<file path="src/rtl/cache_assoc.sv">
// Set-associative write-back, write-allocate cache with true-LRU replacement.
// One access at a time; misses go through a single blocking backing-memory port.
module cache_assoc #(
  parameter int DATA_W = 8,
  parameter int ADDR_W = 5,
  parameter int WAYS   = 4,
  parameter int SETS   = 2,
  localparam int LRU_W = $clog2(WAYS)
) (
  input  logic                         clock,
  input  logic                         reset,
  input  logic                         req,
  input  logic                         wren,
  input  logic [ADDR_W-1:0]            address,
  input  logic [DATA_W-1:0]            data,
  output logic [DATA_W-1:0]            q,
  output logic                         ready,
  output logic                         hit,
  output logic                         mem_req,
  output logic                         mem_wren,
  output logic [ADDR_W-1:0]            mem_address,
  output logic [DATA_W-1:0]            mem_data,
  input  logic                         mem_ack,
  input  logic [DATA_W-1:0]            mem_q,
  output logic [2:0]                   state,
  output logic [WAYS*SETS-1:0]         dirty,
  output logic [WAYS*SETS*LRU_W-1:0]   lru
);

  localparam int IDX_W  = (SETS > 1) ? $clog2(SETS) : 0;
  localparam int TAG_W  = ADDR_W - IDX_W;
  localparam int LINES  = WAYS * SETS;
  localparam int LINE_W = $clog2(LINES);

  typedef enum logic [2:0] {
    S_IDLE      = 3'd0,
    S_LOOKUP    = 3'd1,
    S_WRITEBACK = 3'd2,
    S_ALLOCATE  = 3'd3,
    S_RESPOND   = 3'd4
  } state_t;

  state_t              state_q, state_d;
  logic [ADDR_W-1:0]   addr_q, addr_d;
  logic                wren_q, wren_d;
  logic [DATA_W-1:0]   wdata_q, wdata_d;
  logic [DATA_W-1:0]   q_q, q_d;
  logic                hit_q, hit_d;
  logic [LRU_W-1:0]    victim_q, victim_d;
  logic [LINES-1:0]    valid_q, valid_d;
  logic [LINES-1:0]    dirty_q, dirty_d;
  logic [TAG_W-1:0]    tag_q [LINES];
  logic [TAG_W-1:0]    tag_d [LINES];
  logic [LRU_W-1:0]    lru_q [LINES];
  logic [LRU_W-1:0]    lru_d [LINES];
  logic [DATA_W-1:0]   line_data_q [LINES];

  logic                line_we;
  logic [LINE_W-1:0]   line_wsel;
  logic [DATA_W-1:0]   line_wdata;

  logic [ADDR_W-1:0]   set_idx;
  logic [TAG_W-1:0]    tag_in;
  logic [LINE_W-1:0]   line_base;
  logic [LINE_W-1:0]   vic_line;
  logic                hit_any, found_inv;
  logic [LRU_W-1:0]    hit_way, inv_way, lru_way, victim_way;
  logic [LRU_W-1:0]    acc_way, acc_old;
  logic                touch;

  assign set_idx   = addr_q & ADDR_W'(SETS - 1);
  assign tag_in    = TAG_W'(addr_q >> IDX_W);
  assign line_base = LINE_W'(set_idx) << LRU_W;
  assign vic_line  = line_base + LINE_W'(victim_q);

  // Tag match and victim choice: first invalid way, else the oldest way.
  always_comb begin
    hit_any   = 1'b0;
    hit_way   = '0;
    found_inv = 1'b0;
    inv_way   = '0;
    lru_way   = '0;
    for (int w = 0; w < WAYS; w++) begin
      if (valid_q[line_base + LINE_W'(w)] && tag_q[line_base + LINE_W'(w)] == tag_in && !hit_any) begin
        hit_any = 1'b1;
        hit_way = LRU_W'(w);
      end
      if (!valid_q[line_base + LINE_W'(w)] && !found_inv) begin
        found_inv = 1'b1;
        inv_way   = LRU_W'(w);
      end
      if (lru_q[line_base + LINE_W'(w)] == LRU_W'(WAYS - 1)) lru_way = LRU_W'(w);
    end
    victim_way = found_inv ? inv_way : lru_way;
  end

  always_comb begin
    state_d    = state_q;
    addr_d     = addr_q;
    wren_d     = wren_q;
    wdata_d    = wdata_q;
    q_d        = q_q;
    hit_d      = hit_q;
    victim_d   = victim_q;
    valid_d    = valid_q;
    dirty_d    = dirty_q;
    tag_d      = tag_q;
    lru_d      = lru_q;
    line_we    = 1'b0;
    line_wsel  = '0;
    line_wdata = wdata_q;
    acc_way    = '0;
    touch      = 1'b0;
    case (state_q)
      S_IDLE: begin
        if (req) begin
          addr_d  = address;
          wren_d  = wren;
          wdata_d = data;
          state_d = S_LOOKUP;
        end
      end
      S_LOOKUP: begin
        if (hit_any) begin
          hit_d   = 1'b1;
          acc_way = hit_way;
          touch   = 1'b1;
          if (wren_q) begin
            line_we   = 1'b1;
            line_wsel = line_base + LINE_W'(hit_way);
            dirty_d[line_base + LINE_W'(hit_way)] = 1'b1;
            q_d       = wdata_q;
          end else begin
            q_d = line_data_q[line_base + LINE_W'(hit_way)];
          end
          state_d = S_RESPOND;
        end else begin
          victim_d = victim_way;
          if (valid_q[line_base + LINE_W'(victim_way)] && dirty_q[line_base + LINE_W'(victim_way)])
            state_d = S_WRITEBACK;
          else
            state_d = S_ALLOCATE;
        end
      end
      S_WRITEBACK: begin
        if (mem_ack) state_d = S_ALLOCATE;
      end
      S_ALLOCATE: begin
        if (mem_ack) begin
          line_we           = 1'b1;
          line_wsel         = vic_line;
          line_wdata        = wren_q ? wdata_q : mem_q;
          valid_d[vic_line] = 1'b1;
          dirty_d[vic_line] = wren_q;
          tag_d[vic_line]   = tag_in;
          q_d               = wren_q ? wdata_q : mem_q;
          hit_d             = 1'b0;
          acc_way           = victim_q;
          touch             = 1'b1;
          state_d           = S_RESPOND;
        end
      end
      S_RESPOND: state_d = S_IDLE;
      default:   state_d = S_IDLE;
    endcase

    // Accessed way becomes youngest; only ways younger than it age by one.
    acc_old = lru_q[line_base + LINE_W'(acc_way)];
    if (touch) begin
      for (int w = 0; w < WAYS; w++) begin
        if (LRU_W'(w) == acc_way)
          lru_d[line_base + LINE_W'(w)] = '0;
        else if (lru_q[line_base + LINE_W'(w)] < acc_old)
          lru_d[line_base + LINE_W'(w)] = lru_q[line_base + LINE_W'(w)] + LRU_W'(1);
      end
    end
  end

  always_ff @(posedge clock) begin
    if (reset) begin
      state_q  <= S_IDLE;
      addr_q   <= '0;
      wren_q   <= 1'b0;
      wdata_q  <= '0;
      q_q      <= '0;
      hit_q    <= 1'b0;
      victim_q <= '0;
      valid_q  <= '0;
      dirty_q  <= '0;
      for (int i = 0; i < LINES; i++) begin
        tag_q[i] <= '0;
        lru_q[i] <= LRU_W'(i % WAYS);
      end
    end else begin
      state_q  <= state_d;
      addr_q   <= addr_d;
      wren_q   <= wren_d;
      wdata_q  <= wdata_d;
      q_q      <= q_d;
      hit_q    <= hit_d;
      victim_q <= victim_d;
      valid_q  <= valid_d;
      dirty_q  <= dirty_d;
      tag_q    <= tag_d;
      lru_q    <= lru_d;
    end
  end

  always_ff @(posedge clock) begin
    if (line_we) line_data_q[line_wsel] <= line_wdata;
  end

  assign state    = state_q;
  assign q        = q_q;
  assign hit      = hit_q;
  assign ready    = (state_q == S_RESPOND);
  assign mem_req  = (state_q == S_WRITEBACK) || (state_q == S_ALLOCATE);
  assign mem_wren = (state_q == S_WRITEBACK);
  assign mem_address = (state_q == S_WRITEBACK) ? ((ADDR_W'(tag_q[vic_line]) << IDX_W) | set_idx) :
                       (state_q == S_ALLOCATE)  ? addr_q : '0;
  assign mem_data = (state_q == S_WRITEBACK) ? line_data_q[vic_line] : '0;
  assign dirty    = dirty_q;

  for (genvar i = 0; i < LINES; i++) begin : g_lru
    assign lru[i*LRU_W +: LRU_W] = lru_q[i];
  end

endmodule

</file>
<file path="config.mk">
export PLATFORM = sky130hd
export DESIGN_NAME = cache_assoc
export DESIGN_NICKNAME = d
export VERILOG_FILES = /design/src/rtl/cache_assoc.sv
export SDC_FILE = /design/constraint.sdc
export NUM_CORES = 1
export LEC_CHECK = 0
export ABC_CLOCK_PERIOD_IN_PS = 5100
export CAP_MARGIN = 5
export CORE_MARGIN = 2
export CORE_UTILIZATION = 58
export DETAILED_ROUTE_END_ITERATION = 10
export HOLD_SLACK_MARGIN = 0.05
export PLACE_DENSITY = 0.8
export SYNTH_ARGS = -nofsm -noshare
export SYNTH_HDL_FRONTEND = slang
export SYNTH_SLANG_ARGS = --single-unit
</file>
<file path="constraint.sdc">
create_clock -name clock -period 5.1 [get_ports clock]
set_input_delay 0.765 -clock clock [delete_from_list [all_inputs] [get_ports clock]]
set_output_delay 0.765 -clock clock [all_outputs]
set_load 0.03 [all_outputs]
</file>
Word-level counts from Yosys, hierarchy flattened:

Memory sizes are Yosys's and may differ from the RTL's.
Index checks and enable logic that the tools add are counted.

* add/subtract/negate cells: 11
* order comparisons: 24
* eq/ne operators: 19
* mux-type cells: 129
* bitwise logic cells: 18
* reduce and logical (&&, ||, !) cells: 36

Operators by type and width (number)
* two-way mux 16 bit: 11
* two-way mux 8 bit: 10
* AND 16 bit: 4
* bitwise mux 16 bit: 4
* NOT 16 bit: 4
* binary-select mux 4 bit (select 3 bit): 5
* two-way mux 2 bit: 23
* two-way mux 4 bit: 11
* bitwise mux 32 bit: 1
* case mux 8 bit (2 select lines): 2
* binary-select mux 2 bit (select 3 bit): 5
* two-way mux 1 bit: 29
* less-than comparator 3 x 4 -> 1 bit (second input constant): 7
* demux 2 bit (select 3 bit): 4
* greater-or-equal comparator 4 bit (second input constant): 6
* NOT 3 -> 4 bit: 6
* two-way mux 3 bit: 7
* less-than comparator 4 x 1 -> 1 bit (second input constant): 5
* logical AND 1 bit: 18
* == test 4 bit: 4
* bitwise OR 8 bit: 2
* binary-select mux 1 bit (select 3 bit): 5
* adder 3 x 2 -> 3 bit: 4
* demux 4 bit (select 3 bit): 1
* other kinds (30): 59

* bits in registers: 92
* memory bits (writable): 64
* bits of input ports: 26
* output and inout port bits: 52
* logic and storage cells: 263
* memories: 1

Memory list
* line_data_q: depth 8, bits a word 8, rd ports 2, clocked after Yosys merged registers in 0, write ports 1, line 56 `logic [DATA_W-1:0] line_data_q [LINES];`

Longest topological paths before layout:

Gate-level depths: netlist of the first run.

* word-level depth: 38
* gate-level depth with buffers: 17

Worst setup path after synthesis of the first run:

OpenSTA, ideal clock, no wires.

* path type: register to register
* from: register addr_q[0]
* to: register state_q[0] (netlist: state[0])
* arrival: 4092 ps
* required time: 5039 ps
* slack: 947 ps
* stages on the path, launching flop included: 18
* buffers on the path: 6
* cell sequence: dfxtp_1 buf_6 buf_2 buf_1 clkbuf_1 buf_1 clkbuf_1 mux2_2 ha_1 inv_1 nand2_1 a22oi_1 o21ai_0 o21ai_1 mux2i_1 mux4_2 o21ai_0 a32o_1

* word-level cells in the longest chain between the ends: 20
* elaborated cells between the ends (all ways): 85
* those cells by class: add/sub (4); eq/ne (7); mux (51); bitwise (4); reduce/logical (19)

Ends and longest elaborated chain
* start, declared: line 44 `logic [ADDR_W-1:0] addr_q, addr_d;`
* start signal, assigned: line 196 `addr_q <= addr_d;`
* adder 3 x 1 -> 3 bit: line 84, 88, 92
* binary-select mux 1 bit (select 3 bit): line 84, 88
* two-way mux 1 bit (implied by the code): line 84, 88
* zero test 1 bit: line 88 `if (!valid_q[line_base + LINE_W'(w)] && !found_inv) begin`
* logical AND 1 bit: line 88
* two-way mux 1 bit: line 88
* zero test 1 bit: line 88
* logical AND 1 bit: line 88
* (+4 left out)
* two-way mux 2 bit: line 94 `victim_way = found_inv ? inv_way : lru_way;`
* adder 3 x 2 -> 3 bit: line 139 `if (valid_q[line_base + LINE_W'(victim_way)] && dirty_q[line_base + LINE_W'(victim_way)])`
* binary-select mux 1 bit (select 3 bit): line 139
* two-way mux 1 bit (implied by the code): line 139
* logical AND 1 bit: line 139
* two-way mux 1 bit: line 139
* two-way mux 3 bit (*): line 124 `if (hit_any) begin`
* case mux 3 bit (4 select lines) (*): line 114 `case (state_q)`
* end signal, assigned: line 195 `state_q <= state_d;`
* end, declared: line 43 `state_t state_q, state_d;`

Every way passes the cells marked *; elsewhere a longest branch is shown, timed or not. The select of a mux whose other input is x is not followed.
A chain may end at the register's enable or synchronous reset.

Final worst setup path of the first run:

* from: register addr_q[0]
* to: register lru_q (netlist bit lru[4])

* word-level cells in the longest chain between the ends: 38
* elaborated cells between the ends (all ways): 124
* those cells by class: add/sub (8); order compare (12); eq/ne (7); mux (69); bitwise (13); reduce/logical (15)

Ends and longest elaborated chain
* branches (longest 38 deep; another with adder 3 x 1 -> 3 bit)
* end signal, assigned by index: line 192 `lru_q[i] <= LRU_W'(i % WAYS);`
* end signal, assigned: line 205 `lru_q <= lru_d;`
* end, declared: line 54 `logic [LRU_W-1:0] lru_q [LINES];`

Parallel ways; which one is timed is not known. The select of a mux whose other input is x is not followed.

==> results of run 1 <==
cells in the final DEF, fill, tap and decap left out, types with 4 or more instances in the layout:
master and n:
nand2_1 116, dfxtp_1 91, nor2_1 76, clkdlybuf4s50_1 76, a21oi_1 67, edfxtp_1 64
mux2i_1 54, o21ai_0 43, nand3_1 37, buf_4 32, inv_1 29, a221oi_1 28
a22oi_1 20, mux2_2 19, nor3_1 19, clkbuf_16 18, o211ai_1 13, a31oi_1 13
xnor2_1 12, a22o_1 11, and3_1 10, nor2b_1 9, o22ai_1 8, and2_1 8
ha_1 7, inv_6 7, o32ai_1 6, nand2b_1 5, xor2_1 5, inv_8 5
a21o_1 4, o31ai_1 4, mux4_2 4, or3_1 4
cells in the mapped netlist, types with 3 or more instances:
library cell | instances | share of area
a2111oi_0 | 3 | 0.0031
a211oi_1 | 3 | 0.0026
a21o_1 | 4 | 0.0035
a21oi_1 | 67 | 0.039
a221oi_1 | 28 | 0.029
a22o_1 | 11 | 0.011
a22oi_1 | 20 | 0.018
a31oi_1 | 13 | 0.0096
and2_1 | 8 | 0.0059
and3_1 | 10 | 0.0074
buf_1 | 5 | 0.0022
buf_2 | 7 | 0.0041
buf_6 | 3 | 0.0040
clkbuf_1 | 52 | 0.023
dfxtp_1 | 92 | 0.22
edfxtp_1 | 64 | 0.23
ha_1 | 7 | 0.010
inv_1 | 29 | 0.013
mux2_2 | 19 | 0.025
mux2i_1 | 54 | 0.064
mux4_2 | 4 | 0.011
nand2_1 | 116 | 0.051
nand2b_1 | 5 | 0.0037
nand3_1 | 37 | 0.022
nand4_1 | 3 | 0.0022
nor2_1 | 76 | 0.034
nor2b_1 | 9 | 0.0066
nor3_1 | 19 | 0.011
nor3b_1 | 3 | 0.0026
o211ai_1 | 13 | 0.011
o21ai_0 | 43 | 0.025
o21ai_1 | 3 | 0.0018
o221ai_1 | 3 | 0.0031
o22ai_1 | 8 | 0.0059
o31ai_1 | 4 | 0.0035
o32ai_1 | 6 | 0.0062
or2_2 | 3 | 0.0022
or3_1 | 4 | 0.0029
or4_1 | 3 | 0.0026
xnor2_1 | 12 | 0.012
xor2_1 | 5 | 0.0051
layout make-up:
| class | instances | area, sq um |
|---|---|---|
| multi-input combinational | 673 | 4358 |
| tap | 184 | 230.2 |
| timing repair buffer | 109 | 1006 |
| clock inverter | 14 | 138.9 |
| fill | 1125 | 4353 |
| inverter | 32 | 120.1 |
| clock buffer | 18 | 450.4 |
| sequential | 156 | 3767 |
per-stage QoR:
stage	cell area, sq um	hold slack, ps	worst slack, ps	instances
6_report	10070	457.8	457.9	1186
5_1_grt	10070	477.4	249.4	1186
4_1_cts	10070	458.0	548.7	1186
3_5_place_dp	9482	448.9	593.2	1154
3_3_place_gp	9482	443.0	727.4	1154
2_1_floorplan	8509	435.7	947.2	929
sequential cells by signal, summed over array words and instances, names as in the netlist:
register	count
line_data_q	64
tag_q	32
lru	16
dirty	8
q	8
valid_q	8
wdata_q	8
addr_q	5
state	3
victim_q	2
hit	1
wren_q	1
power by group through the flow:
stage	Clock, mW	Combinational [mW]	Sequential [mW]
finish	1.27	0.740	1.43
global placement	0	0.711	1.45
global route	1.33	0.789	1.43
detailed placement	0	0.718	1.45
CTS	1.27	0.727	1.43
floorplan	0	0.469	1.45
per-layer routing:
layer | GRT usage | up-vias | wire [microns]
met3 | 0.07873 | 94 | 3361
met4 | 0.1484 | 0 | 1040
met1 | 0.4376 | 3743 | 9755
met2 | 0.5355 | 601 | 12230
li1 | - | 3569 | -
met5 | 0 | - | 0
cell families (layout without fill, tap and decap cells):
| group | count (synthesis) | in the layout | synth area share |
|---|---|---|---|
| flip-flops | 156 | 156 | 0.4423 |
| buffers and inverters | 100 | 173 | 0.04823 |
| adder cells (fa/ha/maj) | 7 | 7 | 0.01029 |
| AO/OA/AOI/OAI | 262 | 262 | 0.2119 |
| AND/OR/NAND/NOR | 308 | 308 | 0.1672 |
| XOR/XNOR | 17 | 17 | 0.01750 |
| multiplexers | 79 | 79 | 0.1026 |
worst max-delay path, cell delays in order, from the launching register on:
cell	delay, ps
dfxtp_4	700
buf_4	350
nand2b_1	190
o22ai_1	120
o211ai_1	300
o21ai_2	130
or4_1	600
o31ai_1	250
a22oi_1	210
o2111ai_1	140
o21ai_0	260
ha_1	340
or4_1	480
a2bb2oi_1	150
o211ai_1	170
o21ai_0	110
path summary, 6_finish.rpt:
kind              startpoint        end  depth (start not counted)
setup reg to reg   addr_q[0]     lru[4]                         15
hold reg to reg    tag_q[12]  tag_q[12]                          2
hold / removal     tag_q[12]  tag_q[12]                          2
setup / recovery   addr_q[0]     lru[4]                         15
==> run summary, run 1 <==
Clock buffer depth = 2
Routability cong. = 0.9530
IO Pins = 78
Comb pwr share = 0.215
Routed Antenna Nets = 0
Layout cell share with drive strength beyond 1 = 0.1098
Switching part of the total power = 0.3292
Avg WL per Cell = 22.25 microns
Synth Warn # = 0
Die Span Y = 125.1 microns
Clock transition at path regs = 70 ps
Vias in the first global route = 7,447
Max-slew violations = 0
Crit path required time = 5420 ps
R2r setup slk = 460 ps
Die area = 0.01566 sq mm
Critical path launch point type = flop
Outcome = complete, no violations
Core region area = 0.01442 sq mm
Postcts setup bufs = 0
Root Buffer Master = clkbuf_16
Fmax = 215.4 MHz
Cell Pwr Density = 341.9 mW/mm^2
DRC errors left = 0
Layout overhead on the synthesized area = 18.35%
GRT Util Overall = 0.3354
Mapped Cells = 929
Total power = 3.443 mW
Fin nets = 1,022
Worst slew pin tran = 1068 ps
Synth cell types = 80
Synth async-reset ratio = 0
Max-cap violation count = 0
Synth Flop Type = dfxtp_1
Power share of the clock group = 0.370
IO Port Bufs = 77
Routed vias/inst = 6.751
Hold_buf cts = 0
PostCTS Resize Cnt = 0
Final setup vio count = 0
Pleak = 3.410 nW
Setup Crit Path Kind = reg -> reg
Initial DRC Count = 1,147
Mapped Area = 0.008509 sq mm
Via Count = 8,007
Register area share after synthesis = 0.4423
Sequential power share = 0.415
Pint = 2.310 mW
Pin count of the biggest net entering global routing = 68
VDD IR max = 0.3024 mV
Final period utilization = 0.9102
Initial core utilization = 0.5900
Slew margin rel. = 0.2824
FF+latch count, synth = 156
Site row count = 44
H-tree depth = 4
Avg Inst Size Synth = 9.160 sq um
Setup_tns = 0 ps
RSZ-0062 raised after global routing = false
Hold Path Class = reg -> reg
Setup Skew = 12.32 ps
Antenna violations before repair = 0
Final wirelength = 26.39 mm
DR pass1 iterations = 8
Number of synthesized flops with an enable pin = 64
Hold Vio Cnt, Final = 0
Min cycle time layout = 4642 ps
CTS tree = done
Die X = 125.1 microns
Synth Net Count = 962
Post-DP HPWL = 17.67 mm
Global-route wire length before repair = 41.01 mm
Worst-skew pair later-pin latency = 440 ps
P_sw = 1.134 mW
Crit end category = flop
Total gr overflow = 0
Clock sink total = 156
Crit Path Max Fanout = 40
Ant. Diodes = 0
WP data arrival = 4960 ps
Final core occ = 0.6982
TritonCTS buffer count = 17
(Power assumes the default switching activity.)
==> run 2: changes to the inputs <==
GPL_ROUTABILITY_DRIVEN = 0   (was not set)
==> run 2 against run 1 <==
  * First-iteration DRC count is 22% lower
  * Via count shrank 1.1%
  * Wire length fell by 1.4%
==> run summary, run 2 (synthesized netlist as in run 1, its figures left out) <==
Outcome = complete, no violations
Pin count of the biggest net entering global routing = 74
GRT Util Overall = 0.3310
Fill count = 1,143
Hold_buf cts = 0
Max incr delay on CP = 760 ps
Cell Pwr Density = 351.2 mW/mm^2
Min cycle time layout = 4620 ps
Routed Antenna Nets = 0
FF/Latch Area = 0.003767 sq mm
Worst-skew pair later-pin latency = 430 ps
HP Start = q[3]
Final cell count without fillers = 1,182
Worst slew pin tran = 1135 ps
Delay-heaviest family, CP = buffers and inverters
WHS Endpoint = q[3]
DRC errors left = 0
R2r endpoint = lru[10]
Via Count = 7,922
Comb pwr share = 0.205
IO Port Bufs = 77
Worst path slowest cell = dfxtp_4
Vias in the first global route = 7,339
Most flops, register = line_data_q
Grt met3 use = 0.07916
Die X = 125.1 microns
Core region area = 0.01442 sq mm
Fmax = 216.5 MHz
RSZ-0062 raised after global routing = false
Critical Path Most Common Cell = a221oi_1
Final core occ = 0.7001
Crit Path Max Fanout = 49
Avg WL per Cell = 22.00 microns
Die Span Y = 125.1 microns
VDD IR max = 0.2563 mV
Switching part of the total power = 0.2968
DR pass1 iterations = 6
Layout overhead on the synthesized area = 18.67%
Setup_tns = 0 ps
WP data arrival = 3850 ps
Worst reg2reg path startpoint = addr_q[0]
Root Buffer Master = clkbuf_16
Crit path required time = 4340 ps
Max reg flops = 64
Slew margin rel. = 0.2407
Initial core utilization = 0.5900
Initial DRC Count = 892
Clock buffer depth = 2
Power share of the clock group = 0.392
Commonest non-fill, non-tap cell in the layout = nand2_1
Fin nets = 1,018
CP Cell Sequence = buf_4, and3_1, a221oi_1, a221oi_1, clkdlybuf4s50_1
Sequential power share = 0.403
Met1 GRT Util = 0.4368
Clock sink total = 156
Postcts setup bufs = 0
Critical path launch point type = flop
Layout cell share with drive strength beyond 1 = 0.1042
Placed cells = 1,150
Final setup vio count = 0
GR peak layer = met2
Max-cap violation count = 0
Met2 Usage GRT = 0.5262
Ant. Diodes = 0
Setup Crit Path Kind = reg -> out
Final worst slack = 480.0 ps
Hold Vio Cnt, Final = 0
Setup Skew = 6.113 ps
CTS tree = done
Hold Path Class = reg -> reg
Final wirelength = 26.01 mm
Max-slew violations = 0
Site row count = 44
Total gr overflow = 0
TritonCTS buffer count = 17
PostCTS Resize Cnt = 0
Pleak = 3.406 nW
Most frequent cells in the layout = 116 x nand2_1, 91 x dfxtp_1, 76 x nor2_1, 76 x clkdlybuf4s50_1, 67 x a21oi_1
Routed vias/inst = 6.702
Die area = 0.01566 sq mm
Crit end category = primary output
Worst-case reg-to-reg path depth = 13
H-tree depth = 4
Final period utilization = 0.9059
P_sw = 1.053 mW
Critical path buffers and inverters = 2
Area of the multi-input gates = 0.004358 sq mm
Global-route wire length before repair = 40.83 mm
Post-DP HPWL = 17.67 mm
Pint = 2.494 mW
IO Pins = 78
Dpl ws = 663.9 ps
Worst hold margin = 461.3 ps
R2r setup slk = 530 ps
WHS Path Cells = 2
Crit path from = addr_q[0]
Antenna violations before repair = 0
Clock transition at path regs = 60 ps
==> run 2: cell types whose count changed in the layout (fill, tap and decap cells not counted), moves of 3 or more <==
cell / previous run / this run
inv_8: 5 / 1
bufinv_16: 0 / 5
clkinv_4: 0 / 3
inv_6: 7 / 1
buf_4: 32 / 28
==> run 2: through the flow <==
step | instance area, sq um | power [mW]
3_3_place_gp | 9452 | 2.157
2_1_floorplan | 8509 | 1.916
6_report | 10100 | 3.547
3_5_place_dp | 9452 | 2.166
4_1_cts | 10100 | 3.539
5_1_grt | 10100 | 3.670
==> run 2: routing by layer <==
metal / routed length (microns) / vias up
met4: 907 / 0
li1: - / 3569
met1: 10100 / 3740
met3: 3061 / 78
met5: 0 / -
met2: 11940 / 535
==> run 2: worst max path at each step <==
| stage | to | slack (ps) | depth (start not counted) |
|---|---|---|---|
| CTS | mem_address[2] | 570 | 5 |
| global placement | lru[4] | 780 | 12 |
| floorplan | state[0] | 950 | 17 |
| detailed placement | lru[10] | 660 | 11 |
| finish | mem_address[2] | 480 | 5 |
| global route | lru[9] | 180 | 15 |
==> run 2: final cells by class <==
cell class	instances	area share
Multi-Input combinational cell	673	0.4315
Sequential cell	156	0.3731
Timing Repair Buffer	105	0.09664
Clock buffer	18	0.04250
Tap cell	184	0.02280
Clock inverter	14	0.02156
Inverter	32	0.01189
==> run 2: tightest hold or removal path: cells and delay by family, from the launching register on <==
kind,cells,cell delay [ps]
and+or+nand+nor,1,50
DFF,1,310
AOI/OAI and AO/OA,1,50
==> run 2: power by group through the flow <==
stage               clock [mW]  sequential, mW  combinational, mW
floorplan                    0            1.45              0.469
global placement             0            1.45              0.704
detailed placement           0            1.45              0.712
CTS                       1.39            1.43              0.717
global route              1.46            1.43              0.779
finish                    1.39            1.43              0.729
==> run 3: changes to the inputs <==
CORE_MARGIN = 4   (was 2)
==> run 3 against run 2 <==
  * Sequential share of layout area grew 0.35 points
  * Final cell count is essentially flat
  * Setup slack lost 2.9 ps
  * Critical path type unchanged
==> run summary, run 3 (synthesized netlist as in run 1, its figures left out) <==
Outcome = complete, no violations
Global-route wire length before repair = 40.63 mm
Most frequent cells in the layout = 116 x nand2_1, 91 x dfxtp_1, 76 x nor2_1, 76 x clkdlybuf4s50_1, 67 x a21oi_1
Root Buffer Master = clkbuf_16
Fmax = 216.3 MHz
Die X = 129.1 microns
Final setup vio count = 0
Clock transition at path regs = 60 ps
Max-cap violation count = 0
Avg WL per Cell = 22.34 microns
IO Pins = 78
DR pass1 iterations = 6
Clock sink total = 156
CTS tree = done
Ant. Diodes = 0
Initial DRC Count = 1,221
Setup_tns = 0 ps
Setup Skew = 10.71 ps
Fin nets = 1,017
PostCTS Resize Cnt = 0
Initial core utilization = 0.5877
Pleak = 3.359 nW
Hold Path Class = reg -> reg
HP Start = tag_q[12]
Max-slew violations = 0
RSZ-0062 raised after global routing = false
Worst-skew pair later-pin latency = 430 ps
H-tree depth = 4
VDD IR max = 0.2856 mV
Clock buffer depth = 2
Post-DP HPWL = 17.66 mm
Final core occ = 0.6909
Postcts setup bufs = 0
Crit path required time = 4340 ps
Core region area = 0.01448 sq mm
Slew margin rel. = 0.2365
Crit Path Max Fanout = 45
Pin count of the biggest net entering global routing = 53
Total gr overflow = 0
Fill count = 1,151
Final wirelength = 26.38 mm
Hold_buf cts = 0
Critical path launch point type = flop
DRC errors left = 0
Setup Crit Path Kind = reg -> out
Cell Pwr Density = 338.7 mW/mm^2
IO Port Bufs = 77
Vias in the first global route = 7,299
Crit end category = primary output
Most flops, register = line_data_q
Antenna violations before repair = 0
Via Count = 8,013
Routed vias/inst = 6.785
Die Span Y = 129.1 microns
Final period utilization = 0.9064
Hold Vio Cnt, Final = 0
Min cycle time layout = 4623 ps
Worst slew pin tran = 1137 ps
Routed Antenna Nets = 0
Site row count = 44
TritonCTS buffer count = 17
Commonest non-fill, non-tap cell in the layout = nand2_1
Die area = 0.01667 sq mm
Max reg flops = 64
Layout cell share with drive strength beyond 1 = 0.1043
Layout overhead on the synthesized area = 17.56%
Worst reg2reg path startpoint = addr_q[0]
R2r setup slk = 640 ps
GRT Util Overall = 0.3162
WP data arrival = 3860 ps
Crit path from = addr_q[0]
run 3: cell count changes in the layout (fill, tap and decap cells not counted), sizes merged:
cell	change
inv	+4
clkbuf	-1
clkinvlp	+2
bufinv	-4
buf	-1
clkinv	-1
run 3: path summary, 6_finish.rpt:
kind	cells after the start	to
worst max-delay path	7	mem_data[7]
worst min-delay path	2	tag_q[12]
worst max register to register	13	lru[10]
worst min register to register	2	tag_q[12]
run 3: stage by stage:
| step | instance area (sq um) | std cells | hold slack, ps | worst slack (ps) | power [mW] |
|---|---|---|---|---|---|
| final | 10000 | 1181 | 456.8 | 477.1 | 3.388 |
| after global routing | 10000 | 1181 | 483.1 | 377.2 | 3.494 |
| after CTS | 10000 | 1181 | 457.2 | 567.4 | 3.375 |
| after detailed placement | 9438 | 1149 | 448.8 | 636.2 | 2.166 |
| after global placement | 9438 | 1149 | 445.6 | 752.4 | 2.152 |
| after floorplan | 8509 | 929 | 435.7 | 947.2 | 1.916 |
run 3: cell type report:
cell class | instances | area, sq um | share of cell area
inverter | 32 | 120.1 | 0.01201
multi-input combinational | 673 | 4352 | 0.4350
sequential | 156 | 3767 | 0.3766
clock inverter | 15 | 140.1 | 0.01401
timing repair buffer | 104 | 968.4 | 0.09681
tap | 184 | 230.2 | 0.02301
clock buffer | 17 | 425.4 | 0.04253
run 3: power breakdown:
part,internal (mW),switching (mW)
clock network,0.680,0.544
logic,0.265,0.460
registers,1.36,0.0821
total,2.30,1.09
run 3: routing by layer:
metal,GRT usage,wire length [microns]
met5,0,0
met4,0.1192,926
met3,0.07007,3262
met2,0.4905,11910
met1,0.4355,10280
run 3: critical path, stage by stage, from the launching register on:
cell	delay, ps
dfxtp_4	500
buf_4	380
nor3_1	930
buf_4	330
a22o_1	150
a221oi_1	50
a31oi_1	310
clkdlybuf4s50_1	750
